==> src/rtl/uart_rx_sampler.sv <==
// uart_rx_sampler: 16x-oversampled UART receiver (8N1, or 8E1 when UART_RX_PARITY_EN is defined).
// Latency: line to FSM 2 cycles; rx_int rises at mid start bit; rx_data/rx_valid update at mid stop bit.
// Backpressure: none. rx_data holds its value until the next frame completes, so the consumer sees it stable around the rx_int fall.
module uart_rx_sampler #(
  parameter int CLK_FREQ   = 50_000_000,
  parameter int BAUD       = 9600,
  parameter int OVERSAMPLE = 16
) (
  input  logic       sys_clk,
  input  logic       sys_rst,
  input  logic       rs232_rx,
  output logic [7:0] rx_data,
  output logic       rx_int,
  output logic       rx_valid,
  output logic       frame_err,
  output logic       parity_err
);

  localparam int DIV = CLK_FREQ / (BAUD * OVERSAMPLE);
  localparam int DW  = (DIV < 2) ? 1 : $clog2(DIV);
  localparam logic [DW-1:0] DIV_MAX = DW'(DIV - 1);

  if (DIV < 2) begin : g_div_chk
    $error("uart_rx_sampler: CLK_FREQ/(BAUD*OVERSAMPLE) must be >= 2");
  end

  typedef enum logic [2:0] {
    S_IDLE,
    S_START,
    S_DATA,
    S_STOP
`ifdef UART_RX_PARITY_EN
    , S_PARITY
`endif
  } state_t;

  state_t          state_q, state_d;
  logic            sync1_q, sync2_q, hist_q;
  logic [DW-1:0]   div_cnt_q, div_cnt_d;
  logic [3:0]      samp_cnt_q, samp_cnt_d;
  logic [3:0]      bit_cnt_q, bit_cnt_d;
  logic            s7_q, s7_d, s8_q, s8_d;
  logic [7:0]      shift_q, shift_d;
  logic [7:0]      rx_data_q, rx_data_d;
  logic            rx_int_q, rx_int_d;
  logic            rx_valid_q, rx_valid_d;
  logic            frame_err_q, frame_err_d;
  logic            parity_err_q, parity_err_d;
  logic            par_err_q, par_err_d;

  logic line_s, fall, tick, mid_tick, end_tick, maj;

  assign line_s   = sync2_q;
  assign fall     = hist_q & ~sync2_q;
  assign tick     = (state_q != S_IDLE) && (div_cnt_q == DIV_MAX);
  assign mid_tick = tick && (samp_cnt_q == 4'd9);
  assign end_tick = tick && (samp_cnt_q == 4'd15);
  // Ticks 7 and 8 are held in s7/s8; tick 9 uses the live synchronized line.
  assign maj      = (s7_q & s8_q) | (s7_q & line_s) | (s8_q & line_s);

  // Two-flop synchronizer plus history flop; idle line is high.
  always_ff @(posedge sys_clk) begin
    if (sys_rst) begin
      sync1_q <= 1'b1;
      sync2_q <= 1'b1;
      hist_q  <= 1'b1;
    end else begin
      sync1_q <= rs232_rx;
      sync2_q <= sync1_q;
      hist_q  <= sync2_q;
    end
  end

  // FSM state, counters, shift register and registered outputs.
  always_ff @(posedge sys_clk) begin
    if (sys_rst) begin
      state_q      <= S_IDLE;
      div_cnt_q    <= '0;
      samp_cnt_q   <= '0;
      bit_cnt_q    <= '0;
      s7_q         <= 1'b0;
      s8_q         <= 1'b0;
      shift_q      <= '0;
      rx_data_q    <= '0;
      rx_int_q     <= 1'b0;
      rx_valid_q   <= 1'b0;
      frame_err_q  <= 1'b0;
      parity_err_q <= 1'b0;
      par_err_q    <= 1'b0;
    end else begin
      state_q      <= state_d;
      div_cnt_q    <= div_cnt_d;
      samp_cnt_q   <= samp_cnt_d;
      bit_cnt_q    <= bit_cnt_d;
      s7_q         <= s7_d;
      s8_q         <= s8_d;
      shift_q      <= shift_d;
      rx_data_q    <= rx_data_d;
      rx_int_q     <= rx_int_d;
      rx_valid_q   <= rx_valid_d;
      frame_err_q  <= frame_err_d;
      parity_err_q <= parity_err_d;
      par_err_q    <= par_err_d;
    end
  end

  // Next-state logic: baud timing, mid-bit sampling and frame sequencing.
  always_comb begin
    state_d      = state_q;
    div_cnt_d    = div_cnt_q;
    samp_cnt_d   = samp_cnt_q;
    bit_cnt_d    = bit_cnt_q;
    s7_d         = s7_q;
    s8_d         = s8_q;
    shift_d      = shift_q;
    rx_data_d    = rx_data_q;
    rx_int_d     = rx_int_q;
    rx_valid_d   = 1'b0;
    frame_err_d  = 1'b0;
    parity_err_d = 1'b0;
    par_err_d    = par_err_q;

    if (state_q != S_IDLE) begin
      div_cnt_d = tick ? '0 : div_cnt_q + 1'b1;
      if (tick) begin
        samp_cnt_d = samp_cnt_q + 4'd1;
        if (samp_cnt_q == 4'd7) s7_d = line_s;
        if (samp_cnt_q == 4'd8) s8_d = line_s;
      end
    end

    case (state_q)
      S_IDLE: begin
        // Counters held at zero so START always begins a fresh bit window.
        div_cnt_d  = '0;
        samp_cnt_d = '0;
        bit_cnt_d  = '0;
        par_err_d  = 1'b0;
        if (fall) state_d = S_START;
      end
      S_START: begin
        if (mid_tick) begin
          if (!maj) begin
            state_d   = S_DATA;
            rx_int_d  = 1'b1;
            bit_cnt_d = '0;
          end else begin
            state_d = S_IDLE;
          end
        end
      end
      S_DATA: begin
        // The tail of the start bit (ticks 10..15) is also spent here; bit_cnt
        // only reaches 8 after the last data bit, so that tail is harmless.
        if (mid_tick && (bit_cnt_q < 4'd8)) begin
          shift_d   = {maj, shift_q[7:1]};
          bit_cnt_d = bit_cnt_q + 4'd1;
        end
        if (end_tick && (bit_cnt_q == 4'd8)) begin
`ifdef UART_RX_PARITY_EN
          state_d = S_PARITY;
`else
          state_d = S_STOP;
`endif
        end
      end
`ifdef UART_RX_PARITY_EN
      S_PARITY: begin
        if (mid_tick) par_err_d = maj ^ (^shift_q);
        if (end_tick) state_d = S_STOP;
      end
`endif
      S_STOP: begin
        // Finish at mid-stop so a back-to-back start edge is not missed.
        if (mid_tick) begin
          rx_data_d    = shift_q;
          rx_int_d     = 1'b0;
          rx_valid_d   = maj & ~par_err_q;
          frame_err_d  = ~maj;
          parity_err_d = par_err_q;
          state_d      = S_IDLE;
        end
      end
      default: state_d = S_IDLE;
    endcase
  end

  assign rx_data    = rx_data_q;
  assign rx_int     = rx_int_q;
  assign rx_valid   = rx_valid_q;
  assign frame_err  = frame_err_q;
  assign parity_err = parity_err_q;

endmodule

==> config.mk <==
export PLATFORM = sky130hd
export DESIGN_NAME = uart_rx_sampler
export DESIGN_NICKNAME = d
export VERILOG_FILES = /design/src/rtl/uart_rx_sampler.sv
export SDC_FILE = /design/constraint.sdc
export NUM_CORES = 1
export LEC_CHECK = 0
export BUFFER_PORTS_ARGS = -buffer_cell sky130_fd_sc_hd__buf_2
export CORE_ASPECT_RATIO = 1.25
export CORE_MARGIN = 2
export CORE_UTILIZATION = 45
export CTS_CLUSTER_DIAMETER = 120
export CTS_CLUSTER_SIZE = 25
export DETAILED_ROUTE_END_ITERATION = 8
export MAX_ROUTING_LAYER = met4
export SLEW_MARGIN = 10
export SYNTH_ARGS = -nofsm -noshare
export SYNTH_HDL_FRONTEND = slang
export SYNTH_SLANG_ARGS = --single-unit
export TNS_END_PERCENT = 30
==> constraint.sdc <==
create_clock -name sys_clk -period 2.05 [get_ports sys_clk]
set_input_delay 0.205 -clock sys_clk [delete_from_list [all_inputs] [get_ports sys_clk]]
set_output_delay 0.205 -clock sys_clk [all_outputs]
set_load 0.01 [all_outputs]
# --- Yosys cells after proc, flatten, opt, wreduce, memory -nomap -nowiden ---
# Cells that the tools add are included.
# W data, S select, Z words.
op_classes:
  addsub: 3
  reduce_logical: 19
  n_mux: 15
  magnitude_cmp: 1
  bitwise: 10
  eq_ne: 15
ops:
  columns: ["cell", "count"]
  rows:
  - ["$eq A4 B4 Y1 const B", 4]
  - ["$mux W3", 4]
  - ["$mux W4", 3]
  - ["$ne A2 B2 Y1 const B", 6]
  - ["$pmux W3 S4", 1]
  - ["$pmux W4 S3", 1]
  - ["$reduce_and A4 Y1", 3]
  - ["$add A9 B1 Y9 const B", 1]
  - ["$eq A9 B9 Y1 const B", 1]
  - ["$mux W9", 1]
  - ["$add A4 B1 Y4 const B", 2]
  - ["$eq A3 B2 Y1 const B", 2]
  - ["$reduce_and A2 Y1", 3]
  - ["$reduce_and A3 Y1", 2]
  - ["$reduce_bool A3 Y1", 2]
  - ["$logic_and A1 B1 Y1", 5]
  - ["$and A1 B1 Y1", 4]
  - ["$eq A4 B3 Y1 const B", 1]
  - ["$lt A4 B4 Y1 const B", 1]
  - ["$not A1 Y1", 4]
  - ["$eq A3 B1 Y1 const B", 1]
  - ["$logic_not A3 Y1", 1]
  - ["$mux W1", 3]
  - ["$reduce_or A3 Y1", 1]
  - ["5 further kinds", 6]
totals:
  in_bits: 3
  regBits: 44
  elab_cells: 77
  output_inout_bits: 12

# --- Logic depth before layout (Yosys ltp) ---
# Gate-level depths: netlist of run 1.
logic_depth:
  ltp_word: 6
  ltp_mapped: 7
  depth_no_buf: 6

# --- Worst setup path after synthesis of run 1 ---
# OpenSTA, ideal clock, no wires.
synth_path:
  path_kind: "register to register"
  startpoint: "register div_cnt_q[0]"
  endpoint: "register rx_data_q[0] (netlist: rx_data[0])"
  slack_ns: 0.507
  arrival_time_ns: 1.415
  n_path_buf: 1
  period_less_slack_ns: 1.543
  setup_ns: 0.128
  stages_incl_launch_ff: 8
  required_time_ns: 1.922
  cell_sequence: "dfxtp_1 > inv_1 > ha_1 > nand4bb_4 > nor4_2 > buf_6 > mux2i_1 > nor2_1"
synth_via:
  elab_chain_cells: 4
synth_lines:
  columns: ["element", "line", "rtl"]
  rows:
  - ["from (decl)", "39", "logic [DW-1:0] div_cnt_q, div_cnt_d;"]
  - ["from (signal assigned)", "92", "div_cnt_q <= div_cnt_d;"]
  - ["$eq A9 B9 Y1", "55", "assign tick = (state_q != S_IDLE) && (div_cnt_q == DIV_MAX);"]
  - ["$logic_and A1 B1 Y1", "55", null]
  - ["$logic_and A1 B1 Y1", "56", "assign mid_tick = tick && (samp_cnt_q == 4'd9);"]
  - ["$reduce_and A2 Y1 (no line)", null, null]
  - ["to (signal assigned)", "98", "rx_data_q <= rx_data_d;"]
  - ["to (decl)", "44", "logic [7:0] rx_data_q, rx_data_d;"]
# Every way passes these cells.
# A chain may end at the register's enable or synchronous reset.

# --- Worst setup path after layout of run 1 ---
layout_path:
  startpoint: "register div_cnt_q[0]"
  endpoint: "register bit_cnt_q[0]"
layout_via:
  elab_chain_cells: 6
  elab_cells_between_ends: 7
  classes_between: "eq/ne: 3; reduce/logical: 4"
layout_lines:
  columns: ["element", "line", "rtl"]
  rows:
  - ["$eq A9 B9 Y1 *", "55", null]
  - ["$logic_and A1 B1 Y1 *", "55", null]
  - ["$logic_and A1 B1 Y1 *", "56", null]
  - ["$logic_and A1 B1 Y1", "155", "if (mid_tick && (bit_cnt_q < 4'd8)) begin"]
  - ["$ne A2 B2 Y1 (no line)", null, null]
  - ["$reduce_and A4 Y1 (no line) *", null, null]
  - ["to (signal assigned)", "94", "bit_cnt_q <= bit_cnt_d;"]
  - ["to (decl)", "41", "logic [3:0] bit_cnt_q, bit_cnt_d;"]
# Mark *: on every way between the ends. The rest lies on a longest branch, timed or not.

==> impl_results.html, run 1 <==
<table>
<tr><th>Metric</th><th>Value</th></tr>
<tr><th colspan="2">Global routing</th></tr>
<tr><td>Initial antenna violation count</td><td>0</td></tr>
<tr><td>Met1 global-route usage</td><td>0.203</td></tr>
<tr><td>Maximum number of pins on one net before global-route repair</td><td>31</td></tr>
<tr><td>Global-route met2 utilization</td><td>0.288</td></tr>
<tr><td>Number of global-route vias before repair</td><td>approximately 1400</td></tr>
<tr><td>Overall Global Routing Usage</td><td>0.170</td></tr>
<tr><td>First-pass GRT wire length</td><td>between 6000 and 7000 um</td></tr>
<tr><td>Met3 Track Usage GR</td><td>0.0348</td></tr>
<tr><td>Global-route congestion overflow total</td><td>0</td></tr>
<tr><td>GRT busiest layer</td><td>met2</td></tr>
<tr><th colspan="2">Timing</th></tr>
<tr><td>Slew at the pin with the worst max-slew slack</td><td>about 0.5 ns</td></tr>
<tr><td>Final critical delay including setup and external delays</td><td>1.77 ns</td></tr>
<tr><td>Final Slew Violations</td><td>0</td></tr>
<tr><td>Setup clock skew after layout</td><td>slightly above 0.008 ns</td></tr>
<tr><td>Hold Worst Slack</td><td>between 0.09 and 0.1 ns</td></tr>
<tr><td>Top achievable clock speed</td><td>approximately 560 MHz</td></tr>
<tr><td>Max-slew headroom</td><td>0.664</td></tr>
<tr><td>Setup-violating endpoint count in the final report</td><td>0</td></tr>
<tr><td>Final Hold Fails</td><td>0</td></tr>
<tr><td>Final worst path period share</td><td>0.864</td></tr>
<tr><td>Setup repair after global routing missed its margin</td><td>false</td></tr>
<tr><td>Post-Route Setup TNS</td><td>0 ns</td></tr>
<tr><th colspan="2">Placed design</th></tr>
<tr><td># port buffers</td><td>13</td></tr>
<tr><td>HPWL Detailed</td><td>approximately 2800 um</td></tr>
<tr><td>Placer's final routability congestion estimate</td><td>~0.8</td></tr>
<tr><th colspan="2">Layout</th></tr>
<tr><td>FILL cells</td><td>395</td></tr>
<tr><td>Total inserted antenna cells</td><td>0</td></tr>
<tr><td>Number of nets in the finished design</td><td>~230</td></tr>
<tr><td>Synthesis-to-finish area growth</td><td>11.4%</td></tr>
<tr><td>Fraction of layout instances using a drive strength above 1</td><td>0.181</td></tr>
<tr><th colspan="2">Clocking</th></tr>
<tr><td>TritonCTS Buffers</td><td>5</td></tr>
<tr><td>CTS tree</td><td>built</td></tr>
<tr><td>Clock-pin slew on the worst setup and hold paths</td><td>0.08 ns</td></tr>
<tr><td>Maximum level of the CTS H-tree</td><td>2</td></tr>
<tr><td>Hold_buf cts</td><td>0</td></tr>
<tr><td>CTS resizes</td><td>0</td></tr>
<tr><td>Insertion delay of the later-clocked pin in the worst-skew pair</td><td>slightly below 0.3 ns</td></tr>
<tr><td># clock sinks</td><td>43</td></tr>
<tr><td>Library cell used as clock root buffer</td><td>sky130_fd_sc_hd__clkbuf_8</td></tr>
<tr><td>Number of setup buffers added after CTS</td><td>0</td></tr>
<tr><td>Clock buffer depth</td><td>2</td></tr>
<tr><th colspan="2">Floorplan</th></tr>
<tr><td>Die span in y</td><td>77.4 um</td></tr>
<tr><td>Floorplan row count</td><td>26</td></tr>
<tr><td>Core region area</td><td>between 4000 and 5000 um2</td></tr>
<tr><td>Boundary pin count</td><td>15</td></tr>
<tr><td>Horizontal die dimension</td><td>about 63 um</td></tr>
<tr><td>Starting utilization of the core area</td><td>0.473</td></tr>
<tr><td>Overall die area</td><td>between 4000 and 5000 um2</td></tr>
<tr><th colspan="2">Route</th></tr>
<tr><td>Antenna Nets Post-Route</td><td>0</td></tr>
<tr><td>Drt pass-1 iters</td><td>4</td></tr>
<tr><td>Number of vias per cell</td><td>about 5.4</td></tr>
<tr><td>Routed via count</td><td>~1500</td></tr>
<tr><td>Total DRC errors in the routed layout</td><td>0</td></tr>
<tr><td>Average routed wire per standard cell</td><td>about 13 um</td></tr>
<tr><td>Starting DRC count in detailed routing</td><td>82</td></tr>
<tr><td>Final WL</td><td>~3700 um</td></tr>
<tr><th colspan="2">Setup path</th></tr>
<tr><td>CP max FO</td><td>6</td></tr>
<tr><td>Critical path startpoint category</td><td>register</td></tr>
<tr><td>Type of element capturing the critical path</td><td>register</td></tr>
<tr><td>Critical Path AT</td><td>~2.0 ns</td></tr>
<tr><td>Reg2reg path depth</td><td>6</td></tr>
<tr><td>Required time worst endpoint</td><td>around 2.2 ns</td></tr>
<tr><td>Critical path class</td><td>reg -&gt; reg</td></tr>
<tr><td>RR Endpoint</td><td>bit_cnt_q[0]</td></tr>
<tr><td>R2r setup slk</td><td>around 0.28 ns</td></tr>
<tr><td>Critical register-to-register path startpoint</td><td>div_cnt_q[0]</td></tr>
<tr><th colspan="2">Synth</th></tr>
<tr><td>Post-synth EDFFs</td><td>0</td></tr>
<tr><td>Share of synthesized area occupied by flip-flops and latches</td><td>0.444</td></tr>
<tr><td>Total standard cell area after synthesis</td><td>~1900 um2</td></tr>
<tr><td>Most used DFF post-synth</td><td>sky130_fd_sc_hd__dfxtp_1</td></tr>
<tr><td>Number of synthesized register bits</td><td>43</td></tr>
<tr><td>Number of distinct library cell variants in the gate-level netlist after synthesis</td><td>42</td></tr>
<tr><td>Synth Warn #</td><td>0</td></tr>
<tr><td>Average instance area after synthesis</td><td>roughly 9.5 um2</td></tr>
<tr><td>Number of instances in the synthesized netlist</td><td>around 200</td></tr>
<tr><td>Mapped Nets</td><td>approximately 220</td></tr>
<tr><td>Async set-reset flop share out of synthesis</td><td>0</td></tr>
<tr><th colspan="2">Min path</th></tr>
<tr><td>Hold Crit Class</td><td>in -&gt; reg</td></tr>
<tr><td>Worst Hold Endpoint</td><td>sync1_q</td></tr>
<tr><td>Hold Path Depth</td><td>2</td></tr>
<tr><td>Worst hold start</td><td>rs232_rx</td></tr>
<tr><th colspan="2">Pwr</th></tr>
<tr><td>Net switching power of the design</td><td>0.288 mW</td></tr>
<tr><td>Power density of the placed cells</td><td>about 690 nW/um2</td></tr>
<tr><td>Total power</td><td>1.49 mW</td></tr>
<tr><td>IR Drop Worst-Case VDD</td><td>roughly 0.47 mV</td></tr>
<tr><td>Int Pwr</td><td>roughly 1.2 mW</td></tr>
<tr><td>Relative contribution of combinational cells to total power</td><td>0.017</td></tr>
<tr><td>Flop pwr share</td><td>0.566</td></tr>
<tr><td>Leakage component of the power</td><td>0.726 nW</td></tr>
<tr><td>Switching portion of total power</td><td>0.193</td></tr>
<tr><td>Clock share of power</td><td>0.417</td></tr>
<tr><th colspan="2">Outcome</th></tr>
<tr><td>Run status</td><td>finished, final reports clean</td></tr>
<tr><th colspan="2">Job</th></tr>
<tr><td>Number of maximum-capacitance constraint violations</td><td>0</td></tr>
</table>
routing by layer:
| metal | vias up | part of all wire | wire length, um |
|---|---|---|---|
| met1 | 715 | 0.44 | 1590 |
| met3 | 7 | 0.031 | 114 |
| met2 | 27 | 0.52 | 1890 |
| li1 | 744 | - | - |
| met4 | 0 | 0.015 | 53 |
| met5 | - | 0 | 0 |
sequential cells by signal, indices dropped and copies added, names as in the netlist:
register    flops
s8_q            1
rx_int          1
hist_q          1
state_q         2
shift_q         8
bit_cnt_q       4
sync1_q         1
rx_data         8
s7_q            1
samp_cnt_q      4
line_s          1
frame_err       1
rx_valid        1
div_cnt_q       9
kinds of logic after synthesis:
| logic type | after synthesis | synth area share |
|---|---|---|
| XOR/XNOR | 10 | 0.0452 |
| multiplexers | 11 | 0.0568 |
| other | 1 | 0.00193 |
| AO/OA/AOI/OAI | 22 | 0.0768 |
| buffers and inverters | 15 | 0.0381 |
| flip-flops | 43 | 0.444 |
| AND/OR/NAND/NOR | 95 | 0.286 |
| adder cells (fa/ha/maj) | 8 | 0.0510 |
critical path, stage by stage, from the launching register on:
cell	delay, ns
sky130_fd_sc_hd__dfxtp_1	0.34
sky130_fd_sc_hd__inv_1	0.07
sky130_fd_sc_hd__ha_1	0.20
sky130_fd_sc_hd__nand4bb_4	0.16
sky130_fd_sc_hd__nor3_2	0.37
sky130_fd_sc_hd__o21ai_0	0.24
sky130_fd_sc_hd__a31o_2	0.29
worst max path at each step:
stage	from	endpoint	cells past startpoint
after floorplan	div_cnt_q[0]	rx_data[0]	7
after global placement	div_cnt_q[0]	bit_cnt_q[0]	6
after detailed placement	div_cnt_q[0]	bit_cnt_q[0]	6
after CTS	div_cnt_q[0]	bit_cnt_q[0]	6
after global routing	div_cnt_q[0]	bit_cnt_q[0]	6
final	div_cnt_q[0]	bit_cnt_q[0]	6
layout by cell type (no fill, tap or decap), drive strengths merged:
master and count:
xnor2 7, maj3 1, and4b 1, and4bb 2
nand2b 2, dfxtp 43, inv 7, nand4 5
and3 1, ha 7, or2 6, clkbuf 6
a21oi 10, buf 17, a211oi 1, o21ai 3
o2111ai 2, o221a 1, conb 1, nand3b 3
mux2i 11, nor4b 1, nor2 32, a31o 2
a31oi 1, and3b 3, xor2 3, a311oi 1
bufinv 1, nor3b 1, nand4bb 2, o221ai 1
nand2 16, nor4 6, nor3 3, nand3 11
stage by stage:
stage | setup slack, ns | instances | instance area (um2) | utilization
global placement | 0.398 | 270 | 2060 | 0.502
detailed placement | 0.294 | 270 | 2060 | 0.502
floorplan | 0.507 | 205 | 1940 | -
global route | 0.116 | 277 | 2160 | 0.527
finish | 0.280 | 277 | 2160 | 0.527
CTS | 0.282 | 277 | 2160 | 0.527
layout make-up:
type	instances	area, um2	share of cell area
Timing Repair Buffer	17	95.1	0.0441
Multi-Input combinational cell	147	1000	0.465
Sequential cell	43	861	0.399
Clock inverter	1	30.0	0.0139
Tap cell	56	70.1	0.0325
Clock buffer	6	72.6	0.0336
Inverter	7	26.3	0.0122
synthesized netlist by cell type (5+ instances only):
library cell	instances	area, um2
sky130_fd_sc_hd__inv_1	7	26.3
sky130_fd_sc_hd__a21oi_1	10	50.1
sky130_fd_sc_hd__xnor2_1	7	61.3
sky130_fd_sc_hd__nand2_1	16	60.1
sky130_fd_sc_hd__dfxtp_1	43	861
sky130_fd_sc_hd__nor2_1	32	120
sky130_fd_sc_hd__or2_2	5	31.3
sky130_fd_sc_hd__nand3_1	11	55.1
sky130_fd_sc_hd__nor4_1	5	31.3
sky130_fd_sc_hd__ha_1	7	87.6
sky130_fd_sc_hd__nand4_1	5	31.3
sky130_fd_sc_hd__mux2i_1	11	110
power groups by stage:
stage               sequential, mW  clock [mW]  combinational [mW]
floorplan                    0.860           0              0.0229
global placement             0.864           0              0.0244
detailed placement           0.864           0              0.0252
CTS                          0.844       0.641              0.0251
global route                 0.845       0.670              0.0281
finish                       0.844       0.622              0.0249
Note: power is estimated with default switching activity, not from simulation.
==> run 2: changes to the inputs <==
Settings changed: ABC_AREA set to 1.
==> impl_results.html, run 2 <==
<table>
<tr><th>Metric</th><th>Value</th></tr>
<tr><th colspan="2">Route</th></tr>
<tr><td>Drt pass-1 iters</td><td>4 (unchanged)</td></tr>
<tr><td>Routed via count</td><td>1545 (was 1493)</td></tr>
<tr><td>Final WL</td><td>3310 um (was 3660 um)</td></tr>
<tr><td>Number of vias per cell</td><td>4.56 (was 5.39)</td></tr>
<tr><td>Average routed wire per standard cell</td><td>9.76 um (was 13.2 um)</td></tr>
<tr><td>Total DRC errors in the routed layout</td><td>0 (unchanged)</td></tr>
<tr><td>Antenna Nets Post-Route</td><td>0 (unchanged)</td></tr>
<tr><td>Starting DRC count in detailed routing</td><td>82 (unchanged)</td></tr>
<tr><th colspan="2">Pwr</th></tr>
<tr><td>Net switching power of the design</td><td>0.451 mW (was 0.288 mW)</td></tr>
<tr><td>Int Pwr</td><td>1.31 mW (was 1.20 mW)</td></tr>
<tr><td>Flop pwr share</td><td>0.505 (was 0.566)</td></tr>
<tr><td>IR Drop Worst-Case VDD</td><td>0.331 mV (was 0.472 mV)</td></tr>
<tr><td>Relative contribution of combinational cells to total power</td><td>0.112 (was 0.017)</td></tr>
<tr><td>Leakage component of the power</td><td>1.02 nW (was 0.726 nW)</td></tr>
<tr><td>Power density of the placed cells</td><td>803 nW/um2 (was 691 nW/um2)</td></tr>
<tr><td>Total power</td><td>1.77 mW (was 1.49 mW)</td></tr>
<tr><td>Switching portion of total power</td><td>0.256 (was 0.193)</td></tr>
<tr><td>Clock share of power</td><td>0.383 (was 0.417)</td></tr>
<tr><th colspan="2">Min path</th></tr>
<tr><td>Hold Crit Class</td><td>in -&gt; reg (unchanged)</td></tr>
<tr><td>Hold Path Depth</td><td>2 (unchanged)</td></tr>
<tr><td>Worst hold start</td><td>rs232_rx (unchanged)</td></tr>
<tr><td>Worst Hold Endpoint</td><td>sync1_q (unchanged)</td></tr>
<tr><th colspan="2">Placed design</th></tr>
<tr><td>Placer's final routability congestion estimate</td><td>0.785 (was 0.809)</td></tr>
<tr><td>Number of cells in the design after placement</td><td>331 (was 270)</td></tr>
<tr><td>Post-place setup slack</td><td>0.446 ns (was 0.294 ns)</td></tr>
<tr><td>Area post-placement</td><td>2080 um2 (was 2060 um2)</td></tr>
<tr><td># port buffers</td><td>13 (unchanged)</td></tr>
<tr><td>HPWL Detailed</td><td>2530 um (was 2750 um)</td></tr>
<tr><th colspan="2">Synth</th></tr>
<tr><td>Number of distinct library cell variants in the gate-level netlist after synthesis</td><td>31 (was 42)</td></tr>
<tr><td>Leading cell types by count after synthesis</td><td>sky130_fd_sc_hd__nand2_1 (57), sky130_fd_sc_hd__dfxtp_1 (43), sky130_fd_sc_hd__nor2_1 (43), sky130_fd_sc_hd__inv_1 (31), sky130_fd_sc_hd__a21oi_1 (15) (was sky130_fd_sc_hd__dfxtp_1 (43), sky130_fd_sc_hd__nor2_1 (32), sky130_fd_sc_hd__nand2_1 (16), sky130_fd_sc_hd__mux2i_1 (11), sky130_fd_sc_hd__nand3_1 (11))</td></tr>
<tr><td>Most numerous cell in the Yosys netlist</td><td>sky130_fd_sc_hd__nand2_1 (was sky130_fd_sc_hd__dfxtp_1)</td></tr>
<tr><td>Average instance area after synthesis</td><td>7.42 um2 (was 9.45 um2)</td></tr>
<tr><td>Number of instances in the synthesized netlist</td><td>265 (was 205)</td></tr>
<tr><td>Top post-synthesis cells by area</td><td>sky130_fd_sc_hd__dfxtp_1 (44%), sky130_fd_sc_hd__nand2_1 (11%), sky130_fd_sc_hd__nor2_1 (8.2%) (was sky130_fd_sc_hd__dfxtp_1 (44%), sky130_fd_sc_hd__nor2_1 (6.2%), sky130_fd_sc_hd__mux2i_1 (5.7%))</td></tr>
<tr><td>Number of synthesized register bits</td><td>43 (unchanged)</td></tr>
<tr><td>Total standard cell area after synthesis</td><td>1970 um2 (was 1940 um2)</td></tr>
<tr><td>Synth Warn #</td><td>0 (unchanged)</td></tr>
<tr><td>Most used DFF post-synth</td><td>sky130_fd_sc_hd__dfxtp_1 (unchanged)</td></tr>
<tr><td>Share of synthesized area occupied by flip-flops and latches</td><td>0.438 (was 0.444)</td></tr>
<tr><td>Yosys top cell by area</td><td>sky130_fd_sc_hd__dfxtp_1 (unchanged)</td></tr>
<tr><td>Post-synth EDFFs</td><td>0 (unchanged)</td></tr>
<tr><td>Mapped Nets</td><td>275 (was 215)</td></tr>
<tr><td>Async set-reset flop share out of synthesis</td><td>0 (unchanged)</td></tr>
<tr><td>Top cell type's share of synthesized area</td><td>0.438 (was 0.444)</td></tr>
<tr><th colspan="2">Timing</th></tr>
<tr><td>Setup repair after global routing missed its margin</td><td>false (unchanged)</td></tr>
<tr><td>Hold Worst Slack</td><td>0.0919 ns (was 0.0951 ns)</td></tr>
<tr><td>Final worst path period share</td><td>0.786 (was 0.864)</td></tr>
<tr><td>Setup clock skew after layout</td><td>0.00283 ns (was 0.00812 ns)</td></tr>
<tr><td>Top achievable clock speed</td><td>621 MHz (was 565 MHz)</td></tr>
<tr><td>Post-Route Setup TNS</td><td>0 ns (unchanged)</td></tr>
<tr><td>Final critical delay including setup and external delays</td><td>1.61 ns (was 1.77 ns)</td></tr>
<tr><td>Setup-violating endpoint count in the final report</td><td>0 (unchanged)</td></tr>
<tr><td>Final Slew Violations</td><td>0 (unchanged)</td></tr>
<tr><td>Worst setup slack after layout</td><td>0.438 ns (was 0.280 ns)</td></tr>
<tr><td>Final Hold Fails</td><td>0 (unchanged)</td></tr>
<tr><th colspan="2">Setup path</th></tr>
<tr><td>R2r setup slk</td><td>0.44 ns (was 0.28 ns)</td></tr>
<tr><td>Critical path depth in cells</td><td>10 (was 6)</td></tr>
<tr><td>Reg2reg path depth</td><td>10 (was 6)</td></tr>
<tr><td>RR Endpoint</td><td>shift_q[7] (was bit_cnt_q[0])</td></tr>
<tr><td>Type of element capturing the critical path</td><td>register (unchanged)</td></tr>
<tr><td>Critical path class</td><td>reg -&gt; reg (unchanged)</td></tr>
<tr><td>CP max FO</td><td>8 (was 6)</td></tr>
<tr><td>Required time worst endpoint</td><td>2.28 ns (was 2.23 ns)</td></tr>
<tr><td>Critical Path AT</td><td>1.84 ns (was 1.95 ns)</td></tr>
<tr><td>Kind of cell adding the most delay to the critical path</td><td>simple AND/OR/NAND/NOR gates (unchanged)</td></tr>
<tr><td>Slowest cell delay on critical path</td><td>0.34 ns (was 0.37 ns)</td></tr>
<tr><td>Critical register-to-register path startpoint</td><td>div_cnt_q[0] (unchanged)</td></tr>
<tr><td>Cell-by-cell listing of the critical path</td><td>inv_1 &gt; ha_1 &gt; nand2_1 &gt; clkinv_1 &gt; nand2_2 &gt; nor2_8 &gt; nand3_4 &gt; nor3_4 &gt; o21ai_1 &gt; nor2_1 (was inv_1 &gt; ha_1 &gt; nand4bb_4 &gt; nor3_2 &gt; o21ai_0 &gt; a31o_2)</td></tr>
<tr><td>Number of buffers and inverters on the critical path</td><td>2 (was 1)</td></tr>
<tr><td>Max stage delay cell, worst path</td><td>sky130_fd_sc_hd__dfxtp_1 (was sky130_fd_sc_hd__nor3_2)</td></tr>
<tr><td>Critical path startpoint category</td><td>register (unchanged)</td></tr>
<tr><th colspan="2">Clocking</th></tr>
<tr><td>CTS tree</td><td>built (unchanged)</td></tr>
<tr><td>Insertion delay of the later-clocked pin in the worst-skew pair</td><td>0.29 ns (about the same)</td></tr>
<tr><td>Hold_buf cts</td><td>0 (unchanged)</td></tr>
<tr><td>Library cell used as clock root buffer</td><td>sky130_fd_sc_hd__clkbuf_8 (unchanged)</td></tr>
<tr><td>Number of setup buffers added after CTS</td><td>0 (unchanged)</td></tr>
<tr><td>Clock-pin slew on the worst setup and hold paths</td><td>0.08 ns (about the same)</td></tr>
<tr><td>Maximum level of the CTS H-tree</td><td>2 (unchanged)</td></tr>
<tr><td>TritonCTS Buffers</td><td>5 (unchanged)</td></tr>
<tr><td># clock sinks</td><td>43 (unchanged)</td></tr>
<tr><td>Clock buffer depth</td><td>2 (unchanged)</td></tr>
<tr><td>CTS resizes</td><td>0 (unchanged)</td></tr>
<tr><th colspan="2">Layout</th></tr>
<tr><td>Commonest non-fill, non-tap cell in the layout</td><td>sky130_fd_sc_hd__nand2_1 (was sky130_fd_sc_hd__dfxtp_1)</td></tr>
<tr><td>Number of nets in the finished design</td><td>292 (was 231)</td></tr>
<tr><td>Fraction of layout instances using a drive strength above 1</td><td>0.170 (was 0.181)</td></tr>
<tr><td>Post-layout instance area</td><td>2200 um2 (was 2160 um2)</td></tr>
<tr><td>Number of non-filler instances in the completed layout</td><td>339 (was 277)</td></tr>
<tr><td>Largest register by flop count</td><td>div_cnt_q (unchanged)</td></tr>
<tr><td>Synthesis-to-finish area growth</td><td>11.8% (was 11.4%)</td></tr>
<tr><td>Total inserted antenna cells</td><td>0 (unchanged)</td></tr>
<tr><td>Final Util</td><td>0.532 (was 0.527)</td></tr>
<tr><td>Most used cells in the layout excluding fill and tap cells</td><td>sky130_fd_sc_hd__nand2_1 (57), sky130_fd_sc_hd__nor2_1 (43), sky130_fd_sc_hd__dfxtp_1 (43) (was sky130_fd_sc_hd__dfxtp_1 (43), sky130_fd_sc_hd__nor2_1 (32), sky130_fd_sc_hd__nand2_1 (16))</td></tr>
<tr><td>FILL cells</td><td>424 (was 395)</td></tr>
<tr><td>Number of flip-flops in the largest register</td><td>9 (unchanged)</td></tr>
<tr><th colspan="2">Floorplan</th></tr>
<tr><td>Die span in y</td><td>77.9 um (was 77.4 um)</td></tr>
<tr><td>Horizontal die dimension</td><td>63.1 um (was 62.7 um)</td></tr>
<tr><td>Core region area</td><td>4130 um2 (was 4100 um2)</td></tr>
<tr><td>Boundary pin count</td><td>15 (unchanged)</td></tr>
<tr><td>Starting utilization of the core area</td><td>0.476 (was 0.473)</td></tr>
<tr><td>Overall die area</td><td>4920 um2 (was 4850 um2)</td></tr>
<tr><td>Floorplan row count</td><td>26 (unchanged)</td></tr>
<tr><th colspan="2">Global routing</th></tr>
<tr><td>Global-route congestion overflow total</td><td>0 (unchanged)</td></tr>
<tr><td>Maximum number of pins on one net before global-route repair</td><td>15 (was 31)</td></tr>
<tr><td>Initial antenna violation count</td><td>0 (unchanged)</td></tr>
<tr><td>Overall Global Routing Usage</td><td>0.155 (was 0.170)</td></tr>
<tr><td>Number of global-route vias before repair</td><td>1399 (was 1358)</td></tr>
<tr><td>First-pass GRT wire length</td><td>5870 um (was 6420 um)</td></tr>
<tr><th colspan="2">Job</th></tr>
<tr><td>Number of maximum-capacitance constraint violations</td><td>0 (unchanged)</td></tr>
<tr><th colspan="2">Outcome</th></tr>
<tr><td>Run status</td><td>finished, final reports clean (unchanged)</td></tr>
</table>
==> run 2: worst max-delay path by stage <==
stage                  from  slack [ns]            to
2_1_floorplan  div_cnt_q[0]        0.62    rx_data[0]
3_3_place_gp   div_cnt_q[0]        0.49  div_cnt_q[7]
3_5_place_dp   div_cnt_q[0]        0.45    shift_q[7]
4_1_cts        div_cnt_q[0]        0.40  div_cnt_q[7]
5_1_grt        div_cnt_q[0]        0.25    shift_q[1]
6_report       div_cnt_q[0]        0.44    shift_q[7]
==> run 2: final cells by class <==
| type | count | area, um2 | area share |
|---|---|---|---|
| clock buffers | 6 | 82.6 | 0.0376 |
| well taps | 56 | 70.1 | 0.0319 |
| inverters | 37 | 139 | 0.0632 |
| repair buffers | 14 | 72.6 | 0.0330 |
| multi-input cells | 181 | 938 | 0.427 |
| clock inverters | 2 | 35.0 | 0.0159 |
| flip-flops and latches | 43 | 861 | 0.392 |
==> run 2: logic make-up (layout without fill, tap and decap cells) <==
group,Yosys count,after routing,share of synthesized area
simple gates,139,139,0.342
flops,43,43,0.438
other cells,1,1,0.00191
fa+ha+maj,7,7,0.0446
compound gates,33,33,0.0840
buf+inv,41,59,0.0847
xor+xnor,1,1,0.00446
==> run 2: metal layers <==
layer	wire length, um	share of wire	track usage	vias to the layer above
li1	-	-	-	852
met1	1510	0.46	0.169	670
met2	1640	0.50	0.267	17
met3	91	0.028	0.0362	6
met4	64	0.019	0.0667	0
met5	0	0	-	-
==> run 2: power groups by stage <==
stage          logic (mW)  registers [mW]  clock network [mW]
4_1_cts             0.203           0.891               0.698
3_5_place_dp        0.202           0.911                   0
5_1_grt             0.230           0.896               0.734
3_3_place_gp        0.201           0.911                   0
2_1_floorplan       0.200           0.889                   0
6_report            0.199           0.891               0.676
==> run 3: changes to the inputs <==
Clock period 2.05 ns to 1.5 ns, I/O delays scaled along.
==> impl_results.html, run 3 (synthesis gave the netlist of run 2 again) <==
<table>
<tr><th>Metric</th><th>Value</th></tr>
<tr><th colspan="2">Layout</th></tr>
<tr><td>Total inserted antenna cells</td><td>0 (unchanged)</td></tr>
<tr><td>Fraction of layout instances using a drive strength above 1</td><td>0.257 (was 0.170)</td></tr>
<tr><td>Commonest non-fill, non-tap cell in the layout</td><td>sky130_fd_sc_hd__nand2_1 (unchanged)</td></tr>
<tr><td>Largest register by flop count</td><td>div_cnt_q (unchanged)</td></tr>
<tr><td>Synthesis-to-finish area growth</td><td>21.9% (was 11.8%)</td></tr>
<tr><td>Most used cells in the layout excluding fill and tap cells</td><td>sky130_fd_sc_hd__nand2_1 (55), sky130_fd_sc_hd__nor2_1 (42), sky130_fd_sc_hd__dfxtp_1 (41) (was sky130_fd_sc_hd__nand2_1 (57), sky130_fd_sc_hd__nor2_1 (43), sky130_fd_sc_hd__dfxtp_1 (43))</td></tr>
<tr><td>Number of non-filler instances in the completed layout</td><td>359 (was 339)</td></tr>
<tr><td>Number of flip-flops in the largest register</td><td>9 (unchanged)</td></tr>
<tr><td>Number of nets in the finished design</td><td>312 (was 292)</td></tr>
<tr><th colspan="2">Timing</th></tr>
<tr><td>Top achievable clock speed</td><td>684 MHz (was 621 MHz)</td></tr>
<tr><td>Final Hold Fails</td><td>0 (unchanged)</td></tr>
<tr><td>Hold Worst Slack</td><td>0.0399 ns (was 0.0919 ns)</td></tr>
<tr><td>Final worst path period share</td><td>0.975 (was 0.786)</td></tr>
<tr><td>Setup clock skew after layout</td><td>0.00269 ns (was 0.00283 ns)</td></tr>
<tr><td>Final Slew Violations</td><td>0 (unchanged)</td></tr>
<tr><td>Setup-violating endpoint count in the final report</td><td>0 (unchanged)</td></tr>
<tr><td>Final critical delay including setup and external delays</td><td>1.46 ns (was 1.61 ns)</td></tr>
<tr><td>Slew at the pin with the worst max-slew slack</td><td>~0.5 ns</td></tr>
<tr><td>Max-slew headroom</td><td>0.671</td></tr>
<tr><td>Setup repair after global routing missed its margin</td><td>true (was false)</td></tr>
<tr><td>Post-Route Setup TNS</td><td>0 ns (unchanged)</td></tr>
<tr><th colspan="2">Global routing</th></tr>
<tr><td>Met3 Track Usage GR</td><td>0.0391 (was 0.0362)</td></tr>
<tr><td>Met1 global-route usage</td><td>0.185 (was 0.169)</td></tr>
<tr><td>GRT busiest layer</td><td>met2 (unchanged)</td></tr>
<tr><td>Number of global-route vias before repair</td><td>1602 (was 1399)</td></tr>
<tr><td>Global-route congestion overflow total</td><td>0 (unchanged)</td></tr>
<tr><td>Global-route met2 utilization</td><td>0.316 (was 0.267)</td></tr>
<tr><td>Initial antenna violation count</td><td>0 (unchanged)</td></tr>
<tr><td>Maximum number of pins on one net before global-route repair</td><td>14 (was 15)</td></tr>
<tr><td>Overall Global Routing Usage</td><td>0.175 (was 0.155)</td></tr>
<tr><td>First-pass GRT wire length</td><td>6730 um (was 5870 um)</td></tr>
<tr><th colspan="2">Route</th></tr>
<tr><td>Final WL</td><td>3650 um (was 3310 um)</td></tr>
<tr><td>Routed via count</td><td>1673 (was 1545)</td></tr>
<tr><td>Starting DRC count in detailed routing</td><td>65 (was 82)</td></tr>
<tr><td>Average routed wire per standard cell</td><td>10.2 um (was 9.76 um)</td></tr>
<tr><td>Antenna Nets Post-Route</td><td>0 (unchanged)</td></tr>
<tr><td>Total DRC errors in the routed layout</td><td>0 (unchanged)</td></tr>
<tr><td>Drt pass-1 iters</td><td>4 (unchanged)</td></tr>
<tr><td>Number of vias per cell</td><td>4.66 (was 4.56)</td></tr>
<tr><th colspan="2">Setup path</th></tr>
<tr><td>Critical Path AT</td><td>1.70 ns (was 1.84 ns)</td></tr>
<tr><td>Type of element capturing the critical path</td><td>register (unchanged)</td></tr>
<tr><td>Kind of cell adding the most delay to the critical path</td><td>simple AND/OR/NAND/NOR gates (unchanged)</td></tr>
<tr><td>CP max FO</td><td>6 (was 8)</td></tr>
<tr><td>Critical path class</td><td>reg -&gt; reg (unchanged)</td></tr>
<tr><td>Critical path startpoint category</td><td>register (unchanged)</td></tr>
<tr><td>Max stage delay cell, worst path</td><td>sky130_fd_sc_hd__dfxtp_2 (was sky130_fd_sc_hd__dfxtp_1)</td></tr>
<tr><td>Number of buffers and inverters on the critical path</td><td>3 (was 2)</td></tr>
<tr><td>Required time worst endpoint</td><td>1.74 ns (was 2.28 ns)</td></tr>
<tr><td>Cell-by-cell listing of the critical path</td><td>inv_2 &gt; ha_4 &gt; nand2_2 &gt; clkinv_2 &gt; nand2_4 &gt; nor2_8 &gt; nand3_4 &gt; inv_2 &gt; nand2_4 &gt; nor2_2 &gt; nand2_1 &gt; nand2_1 (was inv_1 &gt; ha_1 &gt; nand2_1 &gt; clkinv_1 &gt; nand2_2 &gt; nor2_8 &gt; nand3_4 &gt; nor3_4 &gt; o21ai_1 &gt; nor2_1)</td></tr>
<tr><td>Slowest cell delay on critical path</td><td>0.33 ns (was 0.34 ns)</td></tr>
<tr><th colspan="2">Clocking</th></tr>
<tr><td>Clock buffer depth</td><td>2 (unchanged)</td></tr>
<tr><td>Hold_buf cts</td><td>0 (unchanged)</td></tr>
<tr><td>TritonCTS Buffers</td><td>5 (unchanged)</td></tr>
<tr><td>CTS tree</td><td>built (unchanged)</td></tr>
<tr><td>Clock-pin slew on the worst setup and hold paths</td><td>0.08 ns (about the same)</td></tr>
<tr><td>Insertion delay of the later-clocked pin in the worst-skew pair</td><td>0.29 ns (about the same)</td></tr>
<tr><td>Maximum level of the CTS H-tree</td><td>2 (unchanged)</td></tr>
<tr><td>Library cell used as clock root buffer</td><td>sky130_fd_sc_hd__clkbuf_8 (unchanged)</td></tr>
<tr><td># clock sinks</td><td>43 (unchanged)</td></tr>
<tr><th colspan="2">Placed design</th></tr>
<tr><td>Number of cells in the design after placement</td><td>346 (was 331)</td></tr>
<tr><td>Placer's final routability congestion estimate</td><td>0.807 (was 0.785)</td></tr>
<tr><td>HPWL Detailed</td><td>2690 um (was 2530 um)</td></tr>
<tr><td># port buffers</td><td>13 (unchanged)</td></tr>
<tr><th colspan="2">Floorplan</th></tr>
<tr><td>Core region area</td><td>4130 um2 (unchanged)</td></tr>
<tr><td>Die span in y</td><td>77.9 um (unchanged)</td></tr>
<tr><td>Floorplan row count</td><td>26 (unchanged)</td></tr>
<tr><td>Starting utilization of the core area</td><td>0.476 (unchanged)</td></tr>
<tr><td>Horizontal die dimension</td><td>63.1 um (unchanged)</td></tr>
<tr><td>Overall die area</td><td>4920 um2 (unchanged)</td></tr>
<tr><td>Boundary pin count</td><td>15 (unchanged)</td></tr>
<tr><th colspan="2">Job</th></tr>
<tr><td>Number of maximum-capacitance constraint violations</td><td>0 (unchanged)</td></tr>
<tr><th colspan="2">Min path</th></tr>
<tr><td>Hold Crit Class</td><td>in -&gt; reg (unchanged)</td></tr>
<tr><th colspan="2">Pwr</th></tr>
<tr><td>Power density of the placed cells</td><td>1030 nW/um2 (was 803 nW/um2)</td></tr>
<tr><td>IR Drop Worst-Case VDD</td><td>0.620 mV (was 0.331 mV)</td></tr>
<tr><td>Total power</td><td>2.47 mW (was 1.77 mW)</td></tr>
<tr><td>Leakage component of the power</td><td>1.15 nW (was 1.02 nW)</td></tr>
<tr><th colspan="2">Outcome</th></tr>
<tr><td>Run status</td><td>finished, final reports clean (unchanged)</td></tr>
</table>
==> run 3: changes by cell type in the layout (fill, tap and decap cells not counted), sizes merged <==
cell  change
buf      +19
nor2      +1
==> run 3: layer usage <==
metal  share of wire  routed length, um
met2            0.53               1940
met5               0                  0
met3           0.030                109
met4           0.018                 65
met1            0.42               1530
==> run 3: final cells by class <==
cell class                      instances  area, um2
Fill cell                             425       1740
Multi-Input combinational cell        182        980
Sequential cell                        43        863
Timing Repair Buffer                   33        223
Inverter                               37        143
Clock buffer                            6       82.6
Tap cell                               56       70.1
Clock inverter                          2       35.0
==> run 3: stage by stage <==
stage / setup slack, ns / utilization / instance area, um2
2_1_floorplan: 0.0734 / - / 1970
3_3_place_gp: -0.0733 / 0.531 / 2190
3_5_place_dp: -0.0678 / 0.531 / 2190
4_1_cts: -0.00635 / 0.576 / 2380
5_1_grt: -0.0962 / 0.580 / 2400
6_report: 0.0381 / 0.580 / 2400
==> run 3: timing repair <==
action	in CTS	in global routing
buffers inserted	4	0
endpoints found under the hold margin	0	0
pin swaps	5	6
endpoints found under the setup margin	19	32
resized for setup	11	5
gates cloned	1	0
==> run 3: where the power goes <==
| part | leakage (nW) | internal (mW) | total [mW] | switching [mW] |
|---|---|---|---|---|
| logic | 0.736 | 0.124 | 0.349 | 0.224 |
| registers | 0.348 | 1.17 | 1.20 | 0.0302 |
| clock network | 0.0612 | 0.538 | 0.916 | 0.378 |
| total | 1.15 | 1.83 | 2.47 | 0.632 |
==> run 3: final timing paths <==
kind	slack, ns	end	depth (start not counted)	startpoint
hold reg to reg	0.44	line_s	1	sync1_q
hold / removal	0.04	sync1_q	2	rs232_rx
setup reg to reg	0.04	rx_data[4]	12	div_cnt_q[1]
setup / recovery	0.04	rx_data[4]	12	div_cnt_q[1]
==> run 3: worst reg2reg max path: stages, from the launching register on <==
cell and delay (ns):
sky130_fd_sc_hd__dfxtp_2 0.33, sky130_fd_sc_hd__inv_2 0.06, sky130_fd_sc_hd__ha_4 0.12, sky130_fd_sc_hd__nand2_2 0.05
sky130_fd_sc_hd__clkinv_2 0.06, sky130_fd_sc_hd__nand2_4 0.06, sky130_fd_sc_hd__nor2_8 0.11, sky130_fd_sc_hd__nand3_4 0.13
sky130_fd_sc_hd__inv_2 0.10, sky130_fd_sc_hd__nand2_4 0.07, sky130_fd_sc_hd__nor2_2 0.19, sky130_fd_sc_hd__nand2_1 0.07
sky130_fd_sc_hd__nand2_1 0.06
